### src/rtl/id_ex_ctrl_pkg.sv
// Shared decode constants for the ID/EX control slice: EXTOp one-hot codes,
// RV32I major opcodes, writeback select codes and the EX control bundle.
package id_ex_ctrl_pkg;

  localparam logic [5:0] EXT_SHAMT = 6'b100000;
  localparam logic [5:0] EXT_I     = 6'b010000;
  localparam logic [5:0] EXT_S     = 6'b001000;
  localparam logic [5:0] EXT_B     = 6'b000100;
  localparam logic [5:0] EXT_U     = 6'b000010;
  localparam logic [5:0] EXT_J     = 6'b000001;
  localparam logic [5:0] EXT_NONE  = 6'b000000;

  localparam logic [6:0] OPC_LUI    = 7'b0110111;
  localparam logic [6:0] OPC_AUIPC  = 7'b0010111;
  localparam logic [6:0] OPC_JAL    = 7'b1101111;
  localparam logic [6:0] OPC_JALR   = 7'b1100111;
  localparam logic [6:0] OPC_BRANCH = 7'b1100011;
  localparam logic [6:0] OPC_LOAD   = 7'b0000011;
  localparam logic [6:0] OPC_STORE  = 7'b0100011;
  localparam logic [6:0] OPC_OPIMM  = 7'b0010011;
  localparam logic [6:0] OPC_OP     = 7'b0110011;

  localparam logic [1:0] WD_ALU = 2'b00;
  localparam logic [1:0] WD_MEM = 2'b01;
  localparam logic [1:0] WD_PC4 = 2'b10;

  typedef struct packed {
    logic [4:0] rd;
    logic [4:0] rs1;
    logic [4:0] rs2;
    logic       regwrite;
    logic       memread;
    logic       memwrite;
    logic       alusrc_imm;
    logic       branch;
    logic       jump;
    logic       jalr;
    logic [1:0] wdsel;
    logic [2:0] funct3;
    logic       funct7b5;
    logic [5:0] extop;
  } ctrl_t;

  // A bubble is the all-zero bundle, index fields included.
  localparam ctrl_t CTRL_BUBBLE = '0;

endpackage

### src/rtl/id_ex_ctrl_if.sv
// ID-side handshake and EX-side control bus of the decode controller.
interface id_ex_ctrl_if #(parameter int CNT_W = 16);
  logic             id_valid;
  logic [31:0]      instr_id;
  logic             ex_flush;
  logic [5:0]       EXTOp;
  logic             stall_if;
  logic             flush_if_id;
  logic             ex_valid;
  logic [4:0]       ex_rd;
  logic [4:0]       ex_rs1;
  logic [4:0]       ex_rs2;
  logic             ex_regwrite;
  logic             ex_memread;
  logic             ex_memwrite;
  logic             ex_alusrc_imm;
  logic             ex_branch;
  logic             ex_jump;
  logic             ex_jalr;
  logic [1:0]       ex_wdsel;
  logic [2:0]       ex_funct3;
  logic             ex_funct7b5;
  logic [5:0]       ex_extop;
  logic             illegal;
  logic [CNT_W-1:0] stall_cnt;
  logic [CNT_W-1:0] flush_cnt;

  modport master (
    output id_valid, instr_id, ex_flush,
    input  EXTOp, stall_if, flush_if_id, ex_valid, ex_rd, ex_rs1, ex_rs2,
           ex_regwrite, ex_memread, ex_memwrite, ex_alusrc_imm, ex_branch,
           ex_jump, ex_jalr, ex_wdsel, ex_funct3, ex_funct7b5, ex_extop,
           illegal, stall_cnt, flush_cnt
  );

  modport slave (
    input  id_valid, instr_id, ex_flush,
    output EXTOp, stall_if, flush_if_id, ex_valid, ex_rd, ex_rs1, ex_rs2,
           ex_regwrite, ex_memread, ex_memwrite, ex_alusrc_imm, ex_branch,
           ex_jump, ex_jalr, ex_wdsel, ex_funct3, ex_funct7b5, ex_extop,
           illegal, stall_cnt, flush_cnt
  );
endinterface

### src/rtl/id_ex_ctrl_decode.sv
// Purely combinational RV32I decode: immediate select, source-register usage
// and the EX control bundle. Unknown opcodes decode to an all-zero bundle.
module id_decode
  import id_ex_ctrl_pkg::*;
(
  input  logic        id_valid_i,
  input  logic [31:0] instr_i,
  output logic [5:0]  extop_o,
  output logic        rs1_used_o,
  output logic        rs2_used_o,
  output logic        legal_o,
  output ctrl_t       ctrl_o
);

  logic [6:0] opc;
  logic [2:0] f3;
  logic       unused_bits;

  assign opc         = instr_i[6:0];
  assign f3          = instr_i[14:12];
  assign unused_bits = ^{instr_i[31], instr_i[29:25]};

  // Opcode table to controls; index fields only filled for known opcodes.
  always_comb begin
    ctrl_o     = CTRL_BUBBLE;
    legal_o    = 1'b1;
    rs1_used_o = 1'b1;
    rs2_used_o = 1'b0;
    case (opc)
      OPC_LUI, OPC_AUIPC: begin
        ctrl_o.extop      = EXT_U;
        ctrl_o.regwrite   = 1'b1;
        ctrl_o.alusrc_imm = 1'b1;
        rs1_used_o        = 1'b0;
      end
      OPC_JAL: begin
        ctrl_o.extop    = EXT_J;
        ctrl_o.regwrite = 1'b1;
        ctrl_o.jump     = 1'b1;
        ctrl_o.wdsel    = WD_PC4;
        rs1_used_o      = 1'b0;
      end
      OPC_JALR: begin
        ctrl_o.extop      = EXT_I;
        ctrl_o.regwrite   = 1'b1;
        ctrl_o.jump       = 1'b1;
        ctrl_o.jalr       = 1'b1;
        ctrl_o.alusrc_imm = 1'b1;
        ctrl_o.wdsel      = WD_PC4;
      end
      OPC_BRANCH: begin
        ctrl_o.extop  = EXT_B;
        ctrl_o.branch = 1'b1;
        rs2_used_o    = 1'b1;
      end
      OPC_LOAD: begin
        ctrl_o.extop      = EXT_I;
        ctrl_o.regwrite   = 1'b1;
        ctrl_o.memread    = 1'b1;
        ctrl_o.alusrc_imm = 1'b1;
        ctrl_o.wdsel      = WD_MEM;
      end
      OPC_STORE: begin
        ctrl_o.extop      = EXT_S;
        ctrl_o.memwrite   = 1'b1;
        ctrl_o.alusrc_imm = 1'b1;
        rs2_used_o        = 1'b1;
      end
      OPC_OPIMM: begin
        ctrl_o.extop      = (f3 == 3'b001 || f3 == 3'b101) ? EXT_SHAMT : EXT_I;
        ctrl_o.regwrite   = 1'b1;
        ctrl_o.alusrc_imm = 1'b1;
      end
      OPC_OP: begin
        ctrl_o.extop    = EXT_NONE;
        ctrl_o.regwrite = 1'b1;
        rs2_used_o      = 1'b1;
      end
      default: begin
        legal_o    = 1'b0;
        rs1_used_o = 1'b0;
      end
    endcase
    if (legal_o) begin
      ctrl_o.rd       = instr_i[11:7];
      ctrl_o.rs1      = instr_i[19:15];
      ctrl_o.rs2      = instr_i[24:20];
      ctrl_o.funct3   = f3;
      ctrl_o.funct7b5 = instr_i[30];
      // Writes to x0 are architecturally dropped; keep them off the bypass net.
      if (instr_i[11:7] == 5'd0) ctrl_o.regwrite = 1'b0;
    end
  end

  // The extender sees nothing while IF/ID is empty.
  always_comb begin
    extop_o = id_valid_i ? ctrl_o.extop : EXT_NONE;
  end

endmodule

### src/rtl/id_ex_ctrl.sv
// ID-stage controller: load-use hazard detection, EX flush handling, the
// ID/EX control register and saturating stall/flush event counters.
module id_ex_ctrl
  import id_ex_ctrl_pkg::*;
#(
  parameter int CNT_W = 16
) (
  input logic        clk,
  input logic        rstn,
  id_ex_ctrl_if.slave bus
);

  logic             rs1_used;
  logic             rs2_used;
  logic             legal;
  ctrl_t            dec;
  logic             hz;

  ctrl_t            ex_q, ex_d;
  logic             ex_valid_q, ex_valid_d;
  logic             illegal_q, illegal_d;
  logic [CNT_W-1:0] stall_cnt_q, stall_cnt_d;
  logic [CNT_W-1:0] flush_cnt_q, flush_cnt_d;

  id_decode u_decode (
    .id_valid_i (bus.id_valid),
    .instr_i    (bus.instr_id),
    .extop_o    (bus.EXTOp),
    .rs1_used_o (rs1_used),
    .rs2_used_o (rs2_used),
    .legal_o    (legal),
    .ctrl_o     (dec)
  );

  // Load-use hazard against the instruction currently in EX.
  always_comb begin
    hz = bus.id_valid & ex_valid_q & ex_q.memread & (ex_q.rd != 5'd0) &
         ((rs1_used & (bus.instr_id[19:15] == ex_q.rd)) |
          (rs2_used & (bus.instr_id[24:20] == ex_q.rd)));
  end

  assign bus.stall_if    = hz & ~bus.ex_flush;
  assign bus.flush_if_id = bus.ex_flush;

  // Next EX contents: flush beats stall beats normal issue.
  always_comb begin
    ex_d        = CTRL_BUBBLE;
    ex_valid_d  = 1'b0;
    illegal_d   = 1'b0;
    stall_cnt_d = stall_cnt_q;
    flush_cnt_d = flush_cnt_q;
    if (bus.ex_flush) begin
      if (flush_cnt_q != '1) flush_cnt_d = flush_cnt_q + 1'b1;
    end else if (hz) begin
      if (stall_cnt_q != '1) stall_cnt_d = stall_cnt_q + 1'b1;
    end else if (bus.id_valid && legal) begin
      ex_d       = dec;
      ex_valid_d = 1'b1;
    end else if (bus.id_valid) begin
      illegal_d = 1'b1;
    end
  end

  // ID/EX pipeline register and counters.
  always_ff @(posedge clk or negedge rstn) begin
    if (!rstn) begin
      ex_q        <= CTRL_BUBBLE;
      ex_valid_q  <= 1'b0;
      illegal_q   <= 1'b0;
      stall_cnt_q <= '0;
      flush_cnt_q <= '0;
    end else begin
      ex_q        <= ex_d;
      ex_valid_q  <= ex_valid_d;
      illegal_q   <= illegal_d;
      stall_cnt_q <= stall_cnt_d;
      flush_cnt_q <= flush_cnt_d;
    end
  end

  assign bus.ex_valid      = ex_valid_q;
  assign bus.ex_rd         = ex_q.rd;
  assign bus.ex_rs1        = ex_q.rs1;
  assign bus.ex_rs2        = ex_q.rs2;
  assign bus.ex_regwrite   = ex_q.regwrite;
  assign bus.ex_memread    = ex_q.memread;
  assign bus.ex_memwrite   = ex_q.memwrite;
  assign bus.ex_alusrc_imm = ex_q.alusrc_imm;
  assign bus.ex_branch     = ex_q.branch;
  assign bus.ex_jump       = ex_q.jump;
  assign bus.ex_jalr       = ex_q.jalr;
  assign bus.ex_wdsel      = ex_q.wdsel;
  assign bus.ex_funct3     = ex_q.funct3;
  assign bus.ex_funct7b5   = ex_q.funct7b5;
  assign bus.ex_extop      = ex_q.extop;
  assign bus.illegal       = illegal_q;
  assign bus.stall_cnt     = stall_cnt_q;
  assign bus.flush_cnt     = flush_cnt_q;

endmodule
### src/flat_wrapper.sv
// flat-port wrapper written by rule: the top's interface ports become plain ports
module id_ex_ctrl_flat import id_ex_ctrl_pkg::*;
#(
  parameter int CNT_W = 16
)
  (clk, rstn, bus_id_valid, bus_instr_id, bus_ex_flush, bus_EXTOp, bus_stall_if, bus_flush_if_id, bus_ex_valid, bus_ex_rd, bus_ex_rs1, bus_ex_rs2, bus_ex_regwrite, bus_ex_memread, bus_ex_memwrite, bus_ex_alusrc_imm, bus_ex_branch, bus_ex_jump, bus_ex_jalr, bus_ex_wdsel, bus_ex_funct3, bus_ex_funct7b5, bus_ex_extop, bus_illegal, bus_stall_cnt, bus_flush_cnt);
  id_ex_ctrl_if #(.CNT_W(CNT_W)) bus_i ();
  input logic clk;
  input logic rstn;
  input wire logic [$bits(bus_i.id_valid)-1:0] bus_id_valid;
  input wire logic [$bits(bus_i.instr_id)-1:0] bus_instr_id;
  input wire logic [$bits(bus_i.ex_flush)-1:0] bus_ex_flush;
  output wire logic [$bits(bus_i.EXTOp)-1:0] bus_EXTOp;
  output wire logic [$bits(bus_i.stall_if)-1:0] bus_stall_if;
  output wire logic [$bits(bus_i.flush_if_id)-1:0] bus_flush_if_id;
  output wire logic [$bits(bus_i.ex_valid)-1:0] bus_ex_valid;
  output wire logic [$bits(bus_i.ex_rd)-1:0] bus_ex_rd;
  output wire logic [$bits(bus_i.ex_rs1)-1:0] bus_ex_rs1;
  output wire logic [$bits(bus_i.ex_rs2)-1:0] bus_ex_rs2;
  output wire logic [$bits(bus_i.ex_regwrite)-1:0] bus_ex_regwrite;
  output wire logic [$bits(bus_i.ex_memread)-1:0] bus_ex_memread;
  output wire logic [$bits(bus_i.ex_memwrite)-1:0] bus_ex_memwrite;
  output wire logic [$bits(bus_i.ex_alusrc_imm)-1:0] bus_ex_alusrc_imm;
  output wire logic [$bits(bus_i.ex_branch)-1:0] bus_ex_branch;
  output wire logic [$bits(bus_i.ex_jump)-1:0] bus_ex_jump;
  output wire logic [$bits(bus_i.ex_jalr)-1:0] bus_ex_jalr;
  output wire logic [$bits(bus_i.ex_wdsel)-1:0] bus_ex_wdsel;
  output wire logic [$bits(bus_i.ex_funct3)-1:0] bus_ex_funct3;
  output wire logic [$bits(bus_i.ex_funct7b5)-1:0] bus_ex_funct7b5;
  output wire logic [$bits(bus_i.ex_extop)-1:0] bus_ex_extop;
  output wire logic [$bits(bus_i.illegal)-1:0] bus_illegal;
  output wire logic [$bits(bus_i.stall_cnt)-1:0] bus_stall_cnt;
  output wire logic [$bits(bus_i.flush_cnt)-1:0] bus_flush_cnt;
  assign bus_i.id_valid = bus_id_valid;
  assign bus_i.instr_id = bus_instr_id;
  assign bus_i.ex_flush = bus_ex_flush;
  assign bus_EXTOp = bus_i.EXTOp;
  assign bus_stall_if = bus_i.stall_if;
  assign bus_flush_if_id = bus_i.flush_if_id;
  assign bus_ex_valid = bus_i.ex_valid;
  assign bus_ex_rd = bus_i.ex_rd;
  assign bus_ex_rs1 = bus_i.ex_rs1;
  assign bus_ex_rs2 = bus_i.ex_rs2;
  assign bus_ex_regwrite = bus_i.ex_regwrite;
  assign bus_ex_memread = bus_i.ex_memread;
  assign bus_ex_memwrite = bus_i.ex_memwrite;
  assign bus_ex_alusrc_imm = bus_i.ex_alusrc_imm;
  assign bus_ex_branch = bus_i.ex_branch;
  assign bus_ex_jump = bus_i.ex_jump;
  assign bus_ex_jalr = bus_i.ex_jalr;
  assign bus_ex_wdsel = bus_i.ex_wdsel;
  assign bus_ex_funct3 = bus_i.ex_funct3;
  assign bus_ex_funct7b5 = bus_i.ex_funct7b5;
  assign bus_ex_extop = bus_i.ex_extop;
  assign bus_illegal = bus_i.illegal;
  assign bus_stall_cnt = bus_i.stall_cnt;
  assign bus_flush_cnt = bus_i.flush_cnt;
  id_ex_ctrl #(.CNT_W(CNT_W)) u_core (.clk(clk), .rstn(rstn), .bus(bus_i));
endmodule
### config.mk
export PLATFORM = sky130hd
export DESIGN_NAME = id_ex_ctrl_flat
export DESIGN_NICKNAME = d
export VERILOG_FILES = /design/src/rtl/id_ex_ctrl_pkg.sv /design/src/rtl/id_ex_ctrl_if.sv /design/src/rtl/id_ex_ctrl_decode.sv /design/src/rtl/id_ex_ctrl.sv /design/src/flat_wrapper.sv
export SDC_FILE = /design/constraint.sdc
export NUM_CORES = 1
export LEC_CHECK = 0
export BUFFER_PORTS_ARGS = -buffer_cell sky130_fd_sc_hd__clkbuf_2
export CAP_MARGIN = 20
export CELL_PAD_IN_SITES_DETAIL_PLACEMENT = 0
export CELL_PAD_IN_SITES_GLOBAL_PLACEMENT = 1
export CORE_MARGIN = 2
export CORE_UTILIZATION = 41
export DETAILED_ROUTE_END_ITERATION = 7
export PLACE_DENSITY_LB_ADDON = 0.1
export SETUP_SLACK_MARGIN = 0.4
export SYNTH_ARGS = -nofsm -noshare
export SYNTH_HDL_FRONTEND = slang
export SYNTH_SLANG_ARGS = --single-unit
### constraint.sdc
create_clock -name clk -period 6.6 [get_ports clk]
set_clock_uncertainty 0.05 [all_clocks]
set_input_delay 1.32 -clock clk [delete_from_list [all_inputs] [get_ports clk]]
set_output_delay 1.32 -clock clk [all_outputs]
set_load 0.02 [all_outputs]
== After elaboration in Yosys (flattened, before gate mapping) ==
Index checks and enable logic that the tools add are counted.

* Latch bits: 0
* Bits in read-only memories: 0
* Register bits after elaboration: 68
* Memories: 0
* Bits in writable memories: 0

* Divide/modulo/power cells: 0
* $add $sub $neg: 2
* $mul: 0
* Multiplexer cells: 27
* Magnitude comparators: 0
* Bitwise logic cells: 9
* Reductions and logical operators: 14
* Eq/ne operators: 15
* Shifts and indexed selects: 0

{| class="wikitable"
|+ Operators by type and width
! kind !! count
|-
| $mux 34 || 3
|-
| $pmux 6 s6 || 1
|-
| $add 16x1->16 const B || 2
|-
| $ne 16x16->1 const B || 2
|-
| $eq 7x6->1 const B || 3
|-
| $eq 7x7->1 const B || 3
|-
| $mux 1 || 18
|-
| $mux 16 || 1
|-
| $eq 7x5->1 const B || 2
|-
| $mux 6 || 2
|-
| $reduce_or 6->1 || 2
|-
| $eq 5x5->1 || 2
|-
| $reduce_or 9->1 || 1
|-
| $and 1x1->1 || 7
|-
| $eq 7x2->1 const B || 1
|-
| $reduce_or 7->1 || 1
|-
| $reduce_or 2->1 || 3
|-
| $logic_not 5->1 || 1
|-
| $reduce_bool 5->1 || 1
|-
| $mux 4 || 1
|-
| $pmux 2 s2 || 1
|-
| $eq 3x1->1 const B || 1
|-
| $eq 3x3->1 const B || 1
|-
| $reduce_and 3->1 || 1
|-
| 6 further kinds || 6
|}

== Longest topological paths before layout ==
Gate-level depths: netlist of run 1.

* Word-level depth: 8
* Gate-level depth with buffers: 7

== Hierarchy ==
Synthesis of run 1 repeated with hierarchy kept, for this count alone.

* Cells, all modules: 321
* Area, all modules: 3394.5 um^2

{| class="wikitable"
|+ Modules (own cells, without submodules)
! module !! cells each !! seq. area each (um^2) !! area an instance (um^2) !! instances
|-
| id_ex_ctrl || 241 || 1701.6 || 2907.8 || 1
|-
| id_decode || 80 || 0.0 || 486.7 || 1
|}

== Worst setup path after synthesis of run 1 ==
Ideal clock, no wire load.

* Kind: input port to output port
* Start: input bus_instr_id[23]
* End: output bus_stall_if
* Setup slack: 2.535 ns
* Data arrival time: 2.695 ns
* Stages on the path: 6
* Required time: 5.230 ns
* Path through: xor2_1 -> nor4_2 -> nand4_4 -> a21oi_4 -> buf_4 -> and2b_1

* Longest elaborated chain between the ends: 5

{| class="wikitable"
|+ RTL lines
! element !! RTL line !! text
|-
| start: declaration || flat_wrapper.sv:11 || <nowiki>input wire logic [$bits(bus_i.instr_id)-1:0] bus_instr_id;</nowiki>
|-
| $eq 5x5->1 || id_ex_ctrl.sv:39 || <nowiki>(rs2_used & (bus.instr_id[24:20] == ex_q.rd)));</nowiki>
|-
| $and 1x1->1 || id_ex_ctrl.sv:39 ||
|-
| $or 1x1->1 || id_ex_ctrl.sv:38 || <nowiki>((rs1_used & (bus.instr_id[19:15] == ex_q.rd)) |</nowiki>
|-
| $and 1x1->1 || id_ex_ctrl.sv:37 || <nowiki>hz = bus.id_valid & ex_valid_q & ex_q.memread & (ex_q.rd != 5'd0) &</nowiki>
|-
| $and 1x1->1 || id_ex_ctrl.sv:42 || <nowiki>assign bus.stall_if = hz & ~bus.ex_flush;</nowiki>
|-
| end: declaration || flat_wrapper.sv:14 || <nowiki>output wire logic [$bits(bus_i.stall_if)-1:0] bus_stall_if;</nowiki>
|}

No other way between the ends.

== Worst setup path in the final report of run 1 ==
Same ends and word-level chain as after synthesis.

==> flow_summary.json, run 1 <==
{
  "status": "finished clean",
  "worstSetupPathType": "in2out",
  "fin_area_um2": 4110,
  "ctsRootBufferMaster": "clkbuf_8",
  "core_area_um2": 7770,
  "dpl.cell_count": 499,
  "cts.sinks": 66,
  "synth_mux_area_share_pct": 0.456,
  "cts_made_buffers": 9,
  "grt_pass1_vias": 2502,
  "grt_overflow_total": 0,
  "grt_max_degree": 67,
  "route.detailed.drc": 0,
  "hold_viol": 0,
  "reg2reg_depth": 6,
  "rows": 32,
  "clock_path_buffers": 2,
  "tightest_slew_ps": 840,
  "dpl.hpwl_mm": 5.36,
  "htreeDepth": 3,
  "timing.final.crit_period_ps": 4770,
  "pin_count": 112,
  "timing.slew.headroom_pct": 44.0,
  "drv_slew": 0,
  "initial_utilization_pct": 42.4,
  "routedWlPerCell_um": 14.9,
  "synth_nets": 344,
  "cts_setup_buffers": 0,
  "ctsHoldBuffers": 0,
  "clkTransAtPathRegs_ps": 70,
  "max_freq_mhz": 210,
  "yosysWarnings": 0,
  "synth_adder_area_share_pct": 0.760,
  "ys_seq_area_share_pct": 50.1,
  "async_reset_ff_share_pct": 100,
  "period_share_pct": 72.2,
  "cts-resized-gates": 0,
  "setup_viol": 0,
  "synth_compound_area_share_pct": 9.84,
  "grt_pass1_wl_mm": 12.5,
  "syn_avg_cell_area_um2": 10.8,
  "end_kind": "primary output",
  "cp-start-kind": "input port",
  "fp.dieW_um": 93.6,
  "drive_above_1_share_pct": 36.1,
  "ys_seq_elements": 66,
  "crit_path_max_fanout": 35,
  "tns_ps": 0,
  "cap_violations": 0,
  "cts_tree": "yes",
  "yosys.cell_types.count": 47,
  "synth_top_family_by_area": "simple AND/OR/NAND/NOR gates",
  "final_nets": 446,
  "die_h_um": 93.6,
  "grt_usage_pct": 18.7,
  "yosysTopAreaCell": "dfrtp_1",
  "clock_latency_ps": 350,
  "dpl-instance-area_um2": 3860,
  "wl_mm": 7.69,
  "synthToLayoutAreaGrowth_pct": 24.8,
  "critical_path_required_ps": 5230,
  "rrSetupSlack_ps": 4200,
  "rsz0062_at_grt": "no",
  "n_antenna_cell": 0,
  "power_density_nw_per_um2": 250,
  "die_area_um2": 8770,
  "ir_drop_mv": 0.129,
  "first_pass_iters": 4,
  "synth_xor_area_share_pct": 10.4,
  "drtAntennaViolNets": 0,
  "min_path_type": "reg2reg",
  "synthSimpleGateAreaFrac_pct": 22.5,
  "r2r-start": "u_core.bus.ex_rd[3]",
  "leakagePower_nw": 2.12,
  "netlist_instances": 306,
  "yosys-top-cells-area": "dfrtp_1 50%, xor2_1 8.0%, nor4_1 4.6%",
  "crit_end": "bus_stall_if",
  "portBuffers": 105,
  "vias_per_cell": 5.12,
  "synth_ff_type": "dfrtp_1",
  "synth_edf_count": 0,
  "drt-initial-drc-count": 75,
  "reg2reg_to": "u_core.bus.ex_regwrite",
  "vias": 2637,
  "synth_top_area_share_pct": 50.1,
  "final_cells": 515,
  "antenna_found_initial": 0,
  "critPathLaunch": "bus_instr_id[23]",
  "whs_ps": 437,
  "netlist_area_um2": 3290,
  "worstPathArrival_ps": 3400,
  "routabilityCongestion": 0.837
}
[sequential cells by signal, summed over array words and instances (netlist names)]
register and cells:
u_core.bus.ex_rs1 5, u_core.bus.illegal 1, u_core.bus.flush_cnt 16, u_core.bus.ex_memread 1
u_core.bus.stall_cnt 16, u_core.bus.ex_funct7b5 1, u_core.bus.ex_rs2 5, u_core.bus.ex_memwrite 1
u_core.bus.ex_branch 1, u_core.bus.ex_regwrite 1, u_core.bus.ex_jalr 1, u_core.bus.ex_funct3 3
u_core.bus.ex_alusrc_imm 1, u_core.bus.ex_jump 1, u_core.bus.ex_extop 6, u_core.bus.ex_rd 5
u_core.bus.ex_valid 1
[per-layer routing]
layer	GRT usage, %	part of all wire, %	vias to the layer above
li1	-	-	1282
met3	4.67	6.7	12
met2	26.7	43	89
met1	26.6	48	1254
met4	8.57	2.2	0
met5	0	0	-
[metrics by stage]
| stage | util (%) | setup WS, ps | total power [mW] |
|---|---|---|---|
| after floorplan | - | 2530 | 0.552 |
| after global placement | 49.7 | 1860 | 0.612 |
| after detailed placement | 49.7 | 1820 | 0.616 |
| after CTS | 52.9 | 1820 | 1.04 |
| after global routing | 52.9 | 1680 | 1.08 |
| final | 52.9 | 1830 | 1.03 |
[worst max-delay path, stage by stage]
cell	delay (ps)
clkbuf_2	100
xor2_1	140
nor4_2	450
nand4_4	410
a21oi_4	220
buf_4	360
and2b_1	200
clkbuf_2	170
[worst min path at each step]
stage                        startpoint                        to  cells after the start
6_report       u_core.bus.stall_cnt[12]  u_core.bus.stall_cnt[12]                      1
2_1_floorplan  u_core.bus.stall_cnt[12]  u_core.bus.stall_cnt[12]                      1
3_5_place_dp    u_core.bus.stall_cnt[8]   u_core.bus.stall_cnt[8]                      1
5_1_grt         u_core.bus.stall_cnt[8]   u_core.bus.stall_cnt[8]                      1
3_3_place_gp    u_core.bus.stall_cnt[8]   u_core.bus.stall_cnt[8]                      1
4_1_cts         u_core.bus.stall_cnt[8]   u_core.bus.stall_cnt[8]                      1
[power by group]
group          total [mW]  switching [mW]  internal (mW)  leakage, nW
combinational       0.142          0.0905         0.0517         1.10
clock               0.425           0.163          0.262        0.119
sequential          0.462          0.0332          0.429        0.905
[layout by cell type, fill, tap and decap left out, types with 2 or more instances in the layout]
cell,instances
ha_1,2
inv_1,21
o22ai_1,2
xnor2_1,9
buf_4,4
nand4_1,8
a21oi_4,2
and3_1,6
or4_1,2
clkbuf_2,104
bufinv_16,3
xor2_1,30
clkinvlp_4,2
and2_1,4
nand3_1,16
a211oi_2,11
nand2_1,19
nand4_4,2
clkbuf_8,10
dfrtp_1,66
nor2_1,17
nor3_1,15
nand2b_1,3
a2111oi_2,2
a21oi_1,3
and4_1,4
nor3b_1,2
nor4_1,24
[final cells by class]
type | count | area (um2)
fill | 767 | 3660
sequential | 66 | 1650
multi-input combinational | 201 | 1450
timing repair buffer | 109 | 556
clock buffer | 10 | 138
tap | 102 | 128
clock inverter | 6 | 114
inverter | 21 | 78.8
[cells in the mapped netlist, types with 2 or more instances]
library cell  count
nand2b_1          3
dfrtp_1          66
buf_4             4
and4_1            4
nand2_1          19
o22ai_1           2
nor4_1           24
nor3b_1           2
nand4_1           8
nand4_4           2
a21oi_4           2
buf_2             3
and3_1            6
a21oi_1           3
buf_6             2
xor2_1           30
a211oi_2         11
xnor2_1           9
ha_1              2
nor2_1           17
clkbuf_1          7
or4_1             2
nand3_1          16
a2111oi_2         2
inv_1            21
nor3_1           15
and2_1            4
[kinds of logic after synthesis]
logic type | after synthesis
XOR/XNOR | 39
AND/OR/NAND/NOR | 129
adder cells (fa/ha/maj) | 2
flip-flops | 66
multiplexers | 1
AO/OA/AOI/OAI | 30
buffers and inverters | 39
(Power assumes the default switching activity.)
==> run 2: changes to the inputs <==
--- a/config.mk
+++ b/config.mk
@@ -10,7 +10,7 @@
 export CELL_PAD_IN_SITES_DETAIL_PLACEMENT = 0
 export CELL_PAD_IN_SITES_GLOBAL_PLACEMENT = 1
 export CORE_MARGIN = 2
-export CORE_UTILIZATION = 41
+export CORE_UTILIZATION = 38
 export DETAILED_ROUTE_END_ITERATION = 7
 export PLACE_DENSITY_LB_ADDON = 0.1
 export SETUP_SLACK_MARGIN = 0.4
==> constraint.sdc (replaced) <==
create_clock -name clk -period 4.9 [get_ports clk]
set_clock_uncertainty 0.05 [all_clocks]
set_input_delay 0.98 -clock clk [delete_from_list [all_inputs] [get_ports clk]]
set_output_delay 0.98 -clock clk [all_outputs]
set_load 0.02 [all_outputs]
==> flow_summary.json, run 2 (same netlist as run 1, synthesis figures left out) <==
{
  "cts.sinks": 66,
  "routedWlPerCell_um": 15.7,
  "ctsHoldBuffers": 0,
  "clock_path_buffers": 2,
  "grt_overflow_total": 0,
  "routabilityCongestion": 0.851,
  "grt_pass1_vias": 2650,
  "final_common_cell": "clkbuf_2",
  "critical_path_required_ps": 3870,
  "portBuffers": 105,
  "antenna_found_initial": 0,
  "drt-initial-drc-count": 105,
  "wl_mm": 8.13,
  "core_area_um2": 8300,
  "grt_max_degree": 42,
  "timing.slew.headroom_pct": 38.3,
  "ir_drop_mv": 0.105,
  "status": "finished clean",
  "clkTransAtPathRegs_ps": 70,
  "tns_ps": 0,
  "cts_setup_buffers": 0,
  "fp.dieW_um": 97.1,
  "worstSetupPathType": "in2out",
  "grt_pass1_wl_mm": 13.8,
  "first_pass_iters": 4,
  "cts-resized-gates": 0,
  "setup_ws_ps": 1240,
  "crit_path_max_fanout": 16,
  "leakagePower_nw": 2.11,
  "cts_tree": "yes",
  "crit_family": "simple AND/OR/NAND/NOR gates",
  "period_share_pct": 74.6,
  "drv_slew": 0,
  "route.detailed.drc": 0,
  "dp_slack_ps": 1230,
  "die_h_um": 97.1,
  "cap_violations": 0,
  "setup_viol": 0,
  "cts_made_buffers": 9,
  "vias": 2626,
  "dpl.hpwl_mm": 5.66,
  "synthToLayoutAreaGrowth_pct": 23.3,
  "power_density_nw_per_um2": 315,
  "end_kind": "primary output",
  "grt_usage_pct": 18.2,
  "htreeDepth": 3,
  "most-common-layout-cells": "104 x clkbuf_2, 66 x dfrtp_1, 30 x xor2_1",
  "drive_above_1_share_pct": 35.4,
  "initial_utilization_pct": 39.7,
  "drtAntennaViolNets": 0,
  "pin_count": 112,
  "worstPathArrival_ps": 2630,
  "final_nets": 446,
  "timing.final.crit_period_ps": 3660,
  "hold_viol": 0,
  "rows": 33,
  "cpPeakStageDelay_ps": 450,
  "ctsRootBufferMaster": "clkbuf_8",
  "max_freq_mhz": 274,
  "min_path_type": "reg2reg",
  "cpMaxStageDelayCell": "nor4_2",
  "vias_per_cell": 5.07,
  "crit_buf_inv": 2,
  "n_antenna_cell": 0,
  "rsz0062_at_grt": "no",
  "tightest_slew_ps": 926,
  "cp-start-kind": "input port",
  "die_area_um2": 9430,
  "crit_path_cell_trace": "clkbuf_2 > xor2_1 > nor4_2 > nand4_4 > a21oi_4 > and2b_1 > clkbuf_2",
  "clock_latency_ps": 340,
  "crit_path_frequent_cell": "clkbuf_2"
}
run 2: cell count changes in the layout (fill, tap and decap cells not counted):
cell,delta
clkbuf_8,+1
clkinvlp_4,-2
clkinv_4,-1
clkinv_2,+1
bufinv_16,-2
clkbuf_1,+3
run 2: path summary, 6_finish.rpt:
path,slack [ps],to,startpoint,cells after the start
min,450,u_core.bus.stall_cnt[8],u_core.bus.stall_cnt[8],1
max in group asynchronous,3170,u_core.bus.flush_cnt[13],rstn,2
max reg2reg,2520,u_core.bus.ex_rd[2],u_core.bus.ex_rd[3],6
min in group asynchronous,730,u_core.bus.stall_cnt[7],rstn,1
max,1240,bus_stall_if,bus_instr_id[23],7
min reg2reg,450,u_core.bus.stall_cnt[8],u_core.bus.stall_cnt[8],1
run 2: cell type report:
cell class                      count  area, um2
Clock buffer                       14        163
Clock inverter                      2       35.0
Fill cell                         832       4240
Inverter                           21       78.8
Multi-Input combinational cell    201       1450
Sequential cell                    66       1650
Tap cell                          105        131
Timing Repair Buffer              109        556
run 2: layer usage:
| metal | vias to the layer above | global-route usage [%] | routed length (um) |
|---|---|---|---|
| li1 | 1286 | - | - |
| met1 | 1259 | 26.7 | 4030 |
| met2 | 72 | 25.2 | 3470 |
| met3 | 9 | 5.54 | 528 |
| met4 | 0 | 6.39 | 105 |
| met5 | - | 0 | 0 |
run 2: metrics by stage:
| step | cells | cell area, um2 | hold WS [ps] | power, mW | util, % |
|---|---|---|---|---|---|
| after global routing | 518 | 4060 | 472 | 1.35 | 48.9 |
| after CTS | 518 | 4060 | 448 | 1.30 | 48.9 |
| final | 518 | 4060 | 447 | 1.28 | 48.9 |
| after global placement | 502 | 3860 | 433 | 0.826 | 46.6 |
| after floorplan | 306 | 3290 | 539 | 0.743 | - |
| after detailed placement | 502 | 3860 | 438 | 0.828 | 46.6 |
run 2: power by group:
part           switching [mW]  total (mW)  internal (mW)
combinational           0.123       0.193         0.0697
clock                   0.202       0.466          0.263
sequential             0.0433       0.621          0.578
total                   0.369        1.28          0.911
==> run 3: changes to the inputs <==
--- a/config.mk
+++ b/config.mk
@@ -10,7 +10,7 @@
 export CELL_PAD_IN_SITES_DETAIL_PLACEMENT = 0
 export CELL_PAD_IN_SITES_GLOBAL_PLACEMENT = 1
 export CORE_MARGIN = 2
-export CORE_UTILIZATION = 38
+export CORE_UTILIZATION = 34
 export DETAILED_ROUTE_END_ITERATION = 7
 export PLACE_DENSITY_LB_ADDON = 0.1
 export SETUP_SLACK_MARGIN = 0.4
==> constraint.sdc (replaced) <==
create_clock -name clk -period 3.24 [get_ports clk]
set_clock_uncertainty 0.05 [all_clocks]
set_input_delay 0.648 -clock clk [delete_from_list [all_inputs] [get_ports clk]]
set_output_delay 0.648 -clock clk [all_outputs]
set_load 0.02 [all_outputs]
==> flow_summary.json, run 3 (same netlist as run 1, synthesis figures left out) <==
{
  "status": "finished clean",
  "period_share_pct": 85.6,
  "most-common-layout-cells": "104 x clkbuf_2, 66 x dfrtp_1, 30 x xor2_1",
  "routedWlPerCell_um": 15.0,
  "grt_overflow_total": 0,
  "final_common_cell": "clkbuf_2",
  "pin_count": 112,
  "drtAntennaViolNets": 0,
  "dp_slack_ps": 468,
  "seqPwrFrac_pct": 47.9,
  "r2r-start": "u_core.bus.ex_rd[3]",
  "drv_slew": 0,
  "rrSetupSlack_ps": 960,
  "ir_drop_mv": 0.230,
  "clkTransAtPathRegs_ps": 80,
  "max_freq_mhz": 361,
  "synthToLayoutAreaGrowth_pct": 27.0,
  "ctsRootBufferMaster": "clkbuf_8",
  "leakagePower_nw": 2.14,
  "p_total_mw": 1.96,
  "rows": 35,
  "power_frac_comb_pct": 15.3,
  "worstPathArrival_ps": 2070,
  "cts.sinks": 66,
  "grt_max_degree": 35,
  "htreeDepth": 3,
  "clkPwrFrac_pct": 36.8,
  "end_kind": "primary output",
  "power_density_nw_per_um2": 469,
  "vias_per_cell": 4.81,
  "portBuffers": 105,
  "antenna_found_initial": 0,
  "initial_utilization_pct": 35.3,
  "grt_usage_pct": 16.4,
  "fp.dieW_um": 102,
  "hold_viol": 0,
  "reg2reg_depth": 5,
  "worstSetupPathType": "reg2out",
  "swShare_pct": 28.8,
  "route.detailed.drc": 0,
  "vias": 2623,
  "setup_ws_ps": 468,
  "setup_viol": 0,
  "drive_above_1_share_pct": 36.8,
  "grt_pass1_vias": 2576,
  "cp-start-kind": "flop",
  "tns_ps": 0,
  "die_h_um": 102,
  "first_pass_iters": 4,
  "reg2reg_to": "u_core.bus.stall_cnt[1]",
  "crit_path_max_fanout": 4,
  "switching_power_mw": 0.564,
  "critical_path_required_ps": 2540,
  "internal_power_mw": 1.40,
  "clock_path_buffers": 2,
  "clock_latency_ps": 330,
  "die_area_um2": 10500,
  "routabilityCongestion": 0.748,
  "cts_made_buffers": 9,
  "tightest_slew_ps": 800,
  "ctsHoldBuffers": 0,
  "timing.slew.headroom_pct": 46.7,
  "drt-initial-drc-count": 61,
  "wl_mm": 8.19,
  "grt_pass1_wl_mm": 13.3,
  "n_antenna_cell": 0,
  "rsz0062_at_grt": "yes",
  "timing.final.crit_period_ps": 2770,
  "core_area_um2": 9330,
  "final_nets": 450,
  "cts_tree": "yes",
  "cap_violations": 0,
  "dpl.hpwl_mm": 5.81,
  "min_path_type": "in2async"
}
-- run 3: stage by stage --
step	util [%]	std cells	hold slack [ps]	cell area, um2
after CTS	44.3	544	357	4130
final	44.9	545	336	4180
after global placement	42.1	529	422	3930
after floorplan	-	306	302	3290
after global routing	44.9	545	401	4180
after detailed placement	42.1	529	429	3930
-- run 3: layout make-up --
type	count	area [um2]
repair buffers	113	602
clock inverters	2	35.0
multi-input cells	201	1490
flip-flops and latches	66	1650
fillers	933	5140
well taps	129	161
inverters	21	78.8
clock buffers	13	169
-- run 3: how the worst max path moves through the flow --
stage	cells after the start	from	to	slack [ps]
2_1_floorplan	6	bus_instr_id[23]	bus_stall_if	520
4_1_cts	5	u_core.bus.ex_rd[3]	bus_stall_if	440
6_report	5	u_core.bus.ex_rd[3]	bus_stall_if	470
3_3_place_gp	7	bus_instr_id[3]	bus_stall_if	480
5_1_grt	5	u_core.bus.ex_rd[3]	bus_stall_if	390
3_5_place_dp	7	bus_instr_id[3]	bus_stall_if	470
-- run 3: repair_timing --
item                                    4_1_cts  5_1_grt
hold endpoints to repair                      0        0
gates resized for setup                       0        6
buffers inserted                              0        1
endpoints found under the setup margin        0        1
-- run 3: per-layer routing --
layer	up-vias	part of all wire [%]	wire length [um]	global-route usage (%)
met1	1235	50	4080	24.8
met5	-	0	0	0
met4	0	1.1	90	5.64
met3	10	6.1	497	3.90
li1	1297	-	-	-
met2	81	43	3520	22.8
-- run 3: power groups by stage --
stage / Combinational (mW) / Clock, mW / Sequential (mW)
finish: 0.300 / 0.722 / 0.940
detailed placement: 0.302 / 0 / 0.957
global placement: 0.299 / 0 / 0.957
CTS: 0.302 / 0.745 / 0.942
global route: 0.335 / 0.778 / 0.955
floorplan: 0.117 / 0 / 1.01
-- run 3: critical path: stages, from the launching register on --
cell and delay [ps]:
dfrtp_1 460, or4_1 620, o2111ai_4 290, a21oi_4 50, and2b_1 160, clkbuf_2 160
